File: config.mk
export PLATFORM = sky130hd
export DESIGN_NAME = rvvi_flow_control
export DESIGN_NICKNAME = d
export VERILOG_FILES = /design/src/rtl/rvvi_flow_control.sv
export SDC_FILE = /design/constraint.sdc
export NUM_CORES = 1
export LEC_CHECK = 0
export ABC_AREA = 1
export CAP_MARGIN = 15
export CORE_ASPECT_RATIO = 1.1
export CORE_MARGIN = 1
export CORE_UTILIZATION = 40
export CTS_BUF_LIST = sky130_fd_sc_hd__clkbuf_8
export DETAILED_ROUTE_END_ITERATION = 8
export GPL_TIMING_DRIVEN = 1
export PLACE_DENSITY = 0.71
export SKIP_CTS_REPAIR_TIMING = 1
export SLEW_MARGIN = 20
export SYNTH_ARGS = -nofsm -noshare
export SYNTH_HDL_FRONTEND = slang
export SYNTH_SLANG_ARGS = --single-unit
File: constraint.sdc
create_clock -name clk -period 4.2 [get_ports clk]
set_input_delay 0.63 -clock clk [delete_from_list [all_inputs] [get_ports clk]]
set_output_delay 0.63 -clock clk [all_outputs]
set_load 0.03 [all_outputs]
File: src/rtl/rvvi_flow_control.sv
// Applies host acknowledgements to the RVVI trace-out path: enforces the inter-frame gap
// on the outgoing packetizer and stalls the core when too many instructions are unacknowledged.
module rvvi_flow_control #(
  parameter int unsigned XLEN          = 64,
  parameter int unsigned WINDOW        = 1024,
  parameter logic [31:0] DEFAULT_DELAY = 32'd16
) (
  input  logic            clk,
  input  logic            reset,
  input  logic            Valid,
  input  logic [XLEN-1:0] Minstr,
  input  logic [31:0]     InterPacketDelay,
  input  logic [XLEN-1:0] LocalMinstret,
  input  logic            FrameStart,
  input  logic            FrameEnd,
  output logic            FrameGo,
  output logic            HostStall,
  output logic [XLEN-1:0] AckMinstret,
  output logic            ProtoErr
);

  typedef enum logic [1:0] {
    ST_IDLE,
    ST_SENDING,
    ST_GAP
  } state_e;

  state_e          state_q;
  logic [31:0]     gap_cnt_q;
  logic [31:0]     delay_q, delay_d;
  logic [XLEN-1:0] ack_q, ack_d;
  logic            stall_q, stall_d;
  logic            proto_err_q;
  logic [XLEN-1:0] outstanding;

  // Unsigned subtraction: a wrapped retire counter still yields the true distance.
  assign outstanding = LocalMinstret - ack_q;

  // NOTE: every always_comb output gets a default first so no path leaves it unassigned
  // (which would infer a latch).
  always_comb begin
    ack_d   = ack_q;
    delay_d = delay_q;
    stall_d = (outstanding >= XLEN'(WINDOW));
    if (Valid && (Minstr >= ack_q)) begin
      ack_d   = Minstr;
      delay_d = InterPacketDelay;
    end
  end

  // NOTE: sequential state uses non-blocking assignments so all registers update together
  // from pre-edge values, independent of statement order.
  always_ff @(posedge clk or posedge reset) begin
    if (reset) begin
      ack_q   <= '0;
      delay_q <= DEFAULT_DELAY;
      stall_q <= 1'b0;
    end else begin
      ack_q   <= ack_d;
      delay_q <= delay_d;
      stall_q <= stall_d;
    end
  end

  // The gap length is taken from delay_q at the FrameEnd edge; a simultaneous ack only
  // affects the following frame.
  always_ff @(posedge clk or posedge reset) begin
    if (reset) begin
      state_q     <= ST_IDLE;
      gap_cnt_q   <= '0;
      proto_err_q <= 1'b0;
    end else begin
      if (FrameStart && (state_q != ST_IDLE)) begin
        proto_err_q <= 1'b1;
      end
      unique case (state_q)
        ST_IDLE: begin
          if (FrameStart) begin
            if (!FrameEnd) begin
              state_q <= ST_SENDING;
            end else if (delay_q != 32'd0) begin
              state_q   <= ST_GAP;
              gap_cnt_q <= delay_q;
            end
          end
        end
        ST_SENDING: begin
          if (FrameEnd) begin
            if (delay_q != 32'd0) begin
              state_q   <= ST_GAP;
              gap_cnt_q <= delay_q;
            end else begin
              state_q <= ST_IDLE;
            end
          end
        end
        ST_GAP: begin
          gap_cnt_q <= gap_cnt_q - 32'd1;
          if (gap_cnt_q <= 32'd1) begin
            state_q <= ST_IDLE;
          end
        end
        default: state_q <= ST_IDLE;
      endcase
    end
  end

  assign FrameGo     = (state_q == ST_IDLE);
  assign HostStall   = stall_q;
  assign AckMinstret = ack_q;
  assign ProtoErr    = proto_err_q;

endmodule
# After elaboration in Yosys (flattened, before gate mapping)
# Index checks and enable logic that the tools add are counted.
[totals]
register_bits = 132
elab_cells = 36
inputBits = 165
out_inout_bits = 67
[op_classes]
reduce_logical = 8
eq_ne = 6
add_sub_neg = 2
mux = 11
order_cmp = 3
[op_table]
columns = ["cell", "count"]
rows = [
  ["2-to-1 mux 32 bit", 3],
  ["one-hot mux 32 bit (3 select lines)", 1],
  [">= comparator 64 x 11 -> 1 bit, second input constant", 1],
  [">= comparator 64 bit", 1],
  ["subtractor 64 bit", 1],
  ["<= comparator 32 x 1 -> 1 bit, second input constant", 1],
  ["nonzero test 32 bit", 1],
  ["subtractor 32 x 1 -> 32 bit, second input constant", 1],
  ["2-to-1 mux 2 bit", 6],
  ["inequality test 2 bit, second input constant", 3],
  ["one-hot mux 2 bit (3 select lines)", 1],
  ["AND reduction 4 bit", 1],
  ["inequality test 3 x 2 -> 1 bit, second input constant", 1],
  ["nonzero test 3 bit", 1],
  ["== test 2 x 1 -> 1 bit, second input constant", 1],
  ["== test 2 bit, second input constant", 1],
  ["logical AND 1 bit", 2],
  ["zero test 2 bit", 1],
  ["AND reduction 2 bit", 1],
  ["nonzero test 2 bit", 1],
]

# Longest topological paths before layout
# Gate-level depths: netlist (run 1).
[depth]
word_depth = 5
depth_mapped = 21
depth_no_buf = 21

# Worst setup path after synthesis (run 1)
# Ideal clock, no wire load.
[synth_path]
path_kind = "input -> register"
from = "in LocalMinstret[0]"
to = "reg stall_q, in the netlist HostStall"
path_buffers = 0
required_ns = 4.081
path_stages = 17
setup_time_ns = 0.119
slack_ns = 1.766
arrival_time_ns = 2.315
cell_sequence = "inv_1 -> ha_1 -> fa_1 -> nor2_1 -> nand3_1 -> nand3_1 -> nand2_1 -> nand2_1 -> nand2_1 -> nand3_1 -> nand2_1 -> nor2_1 -> nand2_1 -> nor2_1 -> nand3_1 -> nor2_1 -> nand2_1"
[synth_via]
elab_chain_len = 2
[synth_rtl]
columns = ["element", "line_no", "rtl"]
rows = [
  ["from (decl)", "13", "input logic [XLEN-1:0] LocalMinstret,"],
  ["subtractor 64 bit", "37", "assign outstanding = LocalMinstret - ack_q;"],
  [">= comparator 64 x 11 -> 1 bit", "44", "stall_d = (outstanding >= XLEN'(WINDOW));"],
  ["named net stall_d", "32", "logic stall_q, stall_d;"],
  ["to (signal assigned)", "61", "stall_q <= stall_d;"],
  ["to (decl)", "32", ""],
]
# The timed path passes the listed nets, and every way through them passes these cells.
# A chain may end at the register's enable or synchronous reset.

# Worst setup path after layout (run 1)
[layout_path]
from = "in Minstr[63]"
to = "reg ack_q[22], in the netlist AckMinstret[22]"
[layout_via]
elab_chain_len = 2
[layout_rtl]
columns = ["element", "line_no", "rtl"]
rows = [
  ["from (decl)", "11", "input logic [XLEN-1:0] Minstr,"],
  [">= comparator 64 bit", "45", "if (Valid && (Minstr >= ack_q)) begin"],
  ["logical AND 1 bit", "45", ""],
  ["to (signal assigned)", "59", "ack_q <= ack_d;"],
  ["to (decl)", "31", "logic [XLEN-1:0] ack_q, ack_d;"],
]
# No other way between the ends.

==> impl_metrics.py, run 1 <==
metrics = {
    "run_status": {
        "status": "finished, final reports clean",
    },
    "placement": {
        "placed_area_um2": 16400,
        "gp_congestion": 0.993,
        "dp.cells": 2900,
        "place_hpwl_mm": 37.6,
        "port_buffers": 231,
    },
    "sta": {
        "relSlewSlack_pct": 36.7,
        "max_freq_mhz": 314,
        "timing.setup.tns_ps": 0,
        "rsz0062_at_grt": "no",
        "drv_slew": 0,
        "finalHoldViolations": 0,
        "whs_ps": 474,
        "finalSetupViolCount": 0,
        "skew_ps": 26.9,
        "final.min_clock_period_ps": 3190,
        "finalCritPeriodShare_pct": 75.9,
        "tightest_slew_ps": 943,
    },
    "clocking": {
        "clk_latency_ps": 530,
        "clk_pin_slew_worst_paths_ps": 90,
        "h-tree-depth": 4,
        "cts_root_buf": "clkbuf_8",
        "cts_tree": "done",
        "cts_buffers": 17,
        "cts.sinks": 132,
        "cts.path.max_buffers": 2,
    },
    "global_routing": {
        "grt-ovfl-total": 0,
        "grt_max_degree": 98,
        "grt_pass1_vias": 14400,
        "grt_util_all_layers_pct": 26.8,
        "grt_pass1_wl_mm": 72.8,
        "antenna_found_initial": 0,
    },
    "detailed_routing": {
        "firstDrtPassIters": 5,
        "wl_per_cell_um": 15.5,
        "vias_per_cell": 5.06,
        "postRouteAntennaNets": 0,
        "drt_iter0_markers": 1005,
        "drt_wl_total_mm": 45.5,
        "drc": 0,
        "num_vias": 14800,
    },
    "final_layout": {
        "nNetsFinal": 2782,
        "n_antenna_cell": 0,
        "syn2layout_area_growth_pct": 23.3,
        "drive_above_1_share_pct": 3.64,
        "nFillCells": 3478,
        "final_area_um2": 16700,
        "layoutNonFillerInstCount": 2932,
    },
    "floorplanning": {
        "dieArea_um2": 34700,
        "die_w_um": 178,
        "core_um2": 33400,
        "ios": 232,
        "fp.dieH_um": 195,
        "initial_core_util_pct": 40.7,
        "row_count": 70,
    },
    "critical_path": {
        "rr_startpoint": "AckMinstret[63]",
        "cp-end-kind": "register",
        "start_kind": "primary input",
        "crit_required_ps": 4600,
        "cp.arrival_ps": 3580,
        "path_class": "in -> reg",
        "reg2reg_depth": 13,
        "path_max_fanout": 97,
        "reg2reg_slack_ps": 1040,
        "timing.rr.end": "AckMinstret[22]",
    },
    "yosys": {
        "yosys.area.top_type": "dfrtp_1",
        "synth_area_leaders": "dfrtp_1, nand2_1, ha_1, inv_1, nand3_1",
        "synth_warnings": 0,
        "yosys.area.top_type_share_pct": 24.1,
        "syn_area_per_cell_um2": 5.99,
        "synth_edf_count": 0,
        "syn_inst": 2266,
        "syn_nets": 2561,
        "seq_area_frac_synth_pct": 24.3,
        "synth_flop_cell": "dfrtp_1",
        "synth_seq_cells": 132,
        "synth_cell_types": 47,
        "syn-cell-area_um2": 13600,
        "async_flop_share_pct": 100,
    },
    "pwr": {
        "peakVddDrop_uv": 427,
        "p_leak_uw": 0.00912,
        "p_per_area_nw_per_um2": 715,
        "power_uw": 12000,
    },
    "flow_run": {
        "cap_violations": 0,
    },
    "min_path": {
        "holdPathStages": 1,
        "min_to": "state_q[0]",
        "hold_class": "reg -> reg",
        "min-delay-start": "state_q[1]",
    },
}
[through the flow]
| stage | utilization, % | setup slack (ps) |
|---|---|---|
| after floorplan | - | 45.6 |
| after global placement | 49.1 | 605 |
| after detailed placement | 49.1 | 541 |
| after CTS | 50.2 | 1060 |
| after global routing | 50.2 | 886 |
| final | 50.2 | 1010 |
[critical path: stages]
cell             delay, ps
clkdlybuf4s50_1        450
ha_1                   340
nand4_1                110
inv_1                   90
nand2_1                110
nor4_2                 310
and3_1                 440
nand4_1                310
nand3_4                230
nand2_4                 60
buf_12                 260
nand2_1                110
nand2_1                 60
[worst max-delay path by stage]
stage,start,endpoint,slack (ps)
6_report,Minstr[63],AckMinstret[22],1010
5_1_grt,LocalMinstret[0],HostStall,890
4_1_cts,AckMinstret[63],AckMinstret[0],1060
3_5_place_dp,Minstr[63],AckMinstret[0],540
3_3_place_gp,Minstr[63],AckMinstret[0],610
2_1_floorplan,reset,AckMinstret[0],50
[metal layers]
| layer | vias up | share of wire [%] | wire [µm] | track usage, % |
|---|---|---|---|---|
| li1 | 7572 | - | - | - |
| met1 | 6800 | 44 | 20000 | 33.3 |
| met2 | 395 | 48 | 21800 | 45.9 |
| met3 | 56 | 5.8 | 2660 | 5.08 |
| met4 | 0 | 2.2 | 1020 | 8.96 |
| met5 | - | 0 | 0 | 0 |
[area by class of cell]
class,instances,area [µm²],area share [%]
repair buffers,244,2440,14.6
inverters,423,1590,9.51
clock inverters,15,145,0.867
multi-input cells,1669,8490,50.7
well taps,432,541,3.23
flip-flops and latches,132,3300,19.7
clock buffers,17,234,1.40
[power by group]
group          switching, µW  internal [µW]  leakage, µW
Clock                    639            481     0.000189
Sequential               536           1890      0.00161
Combinational           5510           2930      0.00732
[layout by cell type (no fill, tap or decap), drive strengths merged, types with 14 or more instances in the layout]
master / Yosys / routed
buf: 19 / 14
dfrtp: 131 / 131
nand2: 846 / 846
clkbuf: 23 / 17
clkdlybuf4s50: 0 / 230
nor2: 187 / 187
nand3: 194 / 194
a21oi: 100 / 100
o21ai: 51 / 51
nor3: 25 / 25
nand4: 27 / 27
ha: 129 / 129
inv: 418 / 426
[cell usage after synthesis (5+ instances only)]
master / n
nand2_1: 841
inv_1: 410
nand3_1: 191
nor2_1: 167
dfrtp_1: 131
ha_1: 129
a21oi_1: 100
o21ai_0: 46
nand4_1: 27
clkbuf_1: 23
nor3_1: 21
nor2_2: 17
o21bai_1: 13
a31oi_1: 11
buf_2: 11
nand3b_1: 11
nor4_1: 11
xor2_1: 11
o22ai_1: 10
inv_2: 8
a32o_1: 6
o21a_1: 6
buf_4: 5
clkinv_1: 5
nand2_2: 5
[cell families (layout without fill, tap and decap cells)]
family / after synthesis / count (layout) / share of synthesized area (%)
AO/OA/AOI/OAI: 218 / 218 / 9.37
buffers and inverters: 465 / 699 / 13.3
XOR/XNOR: 12 / 12 / 0.774
AND/OR/NAND/NOR: 1309 / 1309 / 40.2
adder cells (fa/ha/maj): 130 / 130 / 12.0
flip-flops: 132 / 132 / 24.3
[registers in the layout (all words and copies together), names as in the netlist]
| signal | count |
|---|---|
| delay_q | 32 |
| HostStall | 1 |
| state_q | 2 |
| AckMinstret | 64 |
| ProtoErr | 1 |
| gap_cnt_q | 32 |
Note: power is estimated with default switching activity, not from simulation.
==> run 2, diff against run 1 <==
clock period = 2.7 ns   (was 4.2 ns; I/O delays follow)
==> run 2 against run 1 <==
Compared with the run above:
- the run now ends with setup timing left
- via count is 11% higher
- final cell count increased by 9.1%
- register-to-register slack got worse by 1100 ps
==> impl_metrics.py, run 2 (synthesis gave the netlist of run 1 again) <==
metrics = {
    "run_status": {
        "status": "complete, but fails checks",
        "violations": "setup timing",
    },
    "sta": {
        "tightest_slew_ps": 752,
        "finalSetupViolCount": 76,
        "whs_ps": 245,
        "relSlewSlack_pct": 49.9,
        "skew_ps": 23.4,
        "rsz0062_at_grt": "yes",
        "max_freq_mhz": 358,
        "finalHoldViolations": 0,
        "timing.final.ws_setup_ps": -92.3,
        "final.min_clock_period_ps": 2790,
        "drv_slew": 0,
        "finalCritPeriodShare_pct": 103,
        "timing.setup.tns_ps": -2860,
    },
    "clocking": {
        "cts_root_buf": "clkbuf_8",
        "cts.path.max_buffers": 2,
        "cts_tree": "done",
        "clk_pin_slew_worst_paths_ps": 100,
        "cts_buffers": 17,
        "h-tree-depth": 4,
        "cts.sinks": 132,
        "clk_latency_ps": 510,
    },
    "critical_path": {
        "crit_slowest_cell": "dfrtp_1",
        "cpPeakStageDelay_ps": 390,
        "path_max_fanout": 6,
        "cp.arrival_ps": 3190,
        "timing.rr.end": "AckMinstret[26]",
        "crit_required_ps": 3090,
        "critPathBufInv": 4,
        "reg2reg_depth": 13,
        "crit_top_cell": "nand2_1",
        "cp-end-kind": "register",
        "start_kind": "register",
        "path_class": "reg -> reg",
        "rr_startpoint": "AckMinstret[33]",
        "cp_cell_sequence": "inv_1 -> ha_1 -> nand2_1 -> nor4_1 -> buf_4 -> and3_4 -> nand4_1 -> nand3_4 -> buf_12 -> nand2_8 -> clkbuf_16 -> nand2_1 -> nand2_1",
        "reg2reg_slack_ps": -90,
        "cp_top_family": "simple AND/OR/NAND/NOR gates",
    },
    "final_layout": {
        "layout_common_cells": "nand2_1, inv_1, buf_4",
        "n_antenna_cell": 0,
        "syn2layout_area_growth_pct": 50.4,
        "layoutNonFillerInstCount": 3199,
        "drive_above_1_share_pct": 20.9,
        "largest_register_ffs": 64,
        "layout_commonest_cell": "nand2_1",
        "nNetsFinal": 3050,
    },
    "global_routing": {
        "grt-ovfl-total": 0,
        "grt_pass1_vias": 15200,
        "grt_util_all_layers_pct": 27.0,
        "grt_pass1_wl_mm": 74.5,
        "antenna_found_initial": 0,
        "grt_max_degree": 52,
    },
    "detailed_routing": {
        "postRouteAntennaNets": 0,
        "drc": 0,
        "vias_per_cell": 5.16,
        "firstDrtPassIters": 5,
        "num_vias": 16500,
        "wl_per_cell_um": 17.0,
        "drt_wl_total_mm": 54.3,
        "drt_iter0_markers": 1306,
    },
    "placement": {
        "dp.cells": 3103,
        "port_buffers": 231,
        "dp_slack_ps": -561,
        "gp_congestion": 0.923,
        "place_hpwl_mm": 38.3,
    },
    "pwr": {
        "p_per_area_nw_per_um2": 1170,
        "peakVddDrop_uv": 705,
        "p_leak_uw": 0.0107,
    },
    "min_path": {
        "hold_class": "in -> async",
    },
    "floorplanning": {
        "dieArea_um2": 34700,
        "core_um2": 33400,
        "die_w_um": 178,
        "fp.dieH_um": 195,
        "ios": 232,
        "row_count": 70,
        "initial_core_util_pct": 40.7,
    },
    "flow_run": {
        "cap_violations": 0,
    },
}
## run 2: cell types whose count changed in the layout (fill, tap and decap cells not counted), moves of 14 or more
cell       delta
buf_4       +231
nand2_1      -78
nand2_2      +74
ha_1         -52
ha_4         +45
nor2_1       -27
a21oi_1      -21
inv_1        -19
a21oi_2      +18
inv_2        +18
nand3_1      -15
nand3_2      +15
clkbuf_16    +14
nor2_2       +14
## run 2: per-stage QoR
stage	utilization, %	cell area (µm²)	power (µW)
final	61.2	20400	23900
after global routing	61.2	20400	25700
after CTS	55.0	18300	20400
after detailed placement	53.8	18000	18600
after global placement	53.8	18000	18300
after floorplan	-	13600	12600
## run 2: worst reg2reg max path, cell delays in order (launching register included)
cell and delay [ps]:
dfrtp_1 390, inv_1 120, ha_1 320, nand2_1 70
nor4_1 300, buf_4 160, and3_4 220, nand4_1 250
nand3_4 190, buf_12 150, nand2_8 140, clkbuf_16 260
nand2_1 70, nand2_1 50
## run 2: metal layers
metal | vias up | wire [µm] | GRT usage (%) | part of all wire, %
met1 | 7728 | 22600 | 33.8 | 42
met3 | 113 | 3270 | 4.58 | 6.0
met2 | 572 | 26600 | 47.2 | 49
met5 | - | 0 | 0 | 0
li1 | 8107 | - | - | -
met4 | 0 | 1850 | 7.69 | 3.4
## run 2: area by class of cell
class | count | area [µm²]
inverters | 423 | 1590
multi-input cells | 1671 | 9720
clock inverters | 14 | 140
repair buffers | 510 | 4900
fillers | 3016 | 12900
well taps | 432 | 541
clock buffers | 17 | 234
flip-flops and latches | 132 | 3300
## run 2: power by group
group	switching (µW)	internal (µW)	total (µW)
Sequential	826	2930	3760
Combinational	10500	7860	18400
Clock	976	745	1720
Total	12300	11500	23900
## run 2: worst max-delay path by stage
stage                          start         endpoint  cells after the start
finish               AckMinstret[33]  AckMinstret[26]                     13
global route         AckMinstret[15]  AckMinstret[26]                     16
CTS                  AckMinstret[37]        HostStall                     15
detailed placement  LocalMinstret[0]        HostStall                     20
global placement    LocalMinstret[0]        HostStall                     20
floorplan             AckMinstret[0]        HostStall                     16
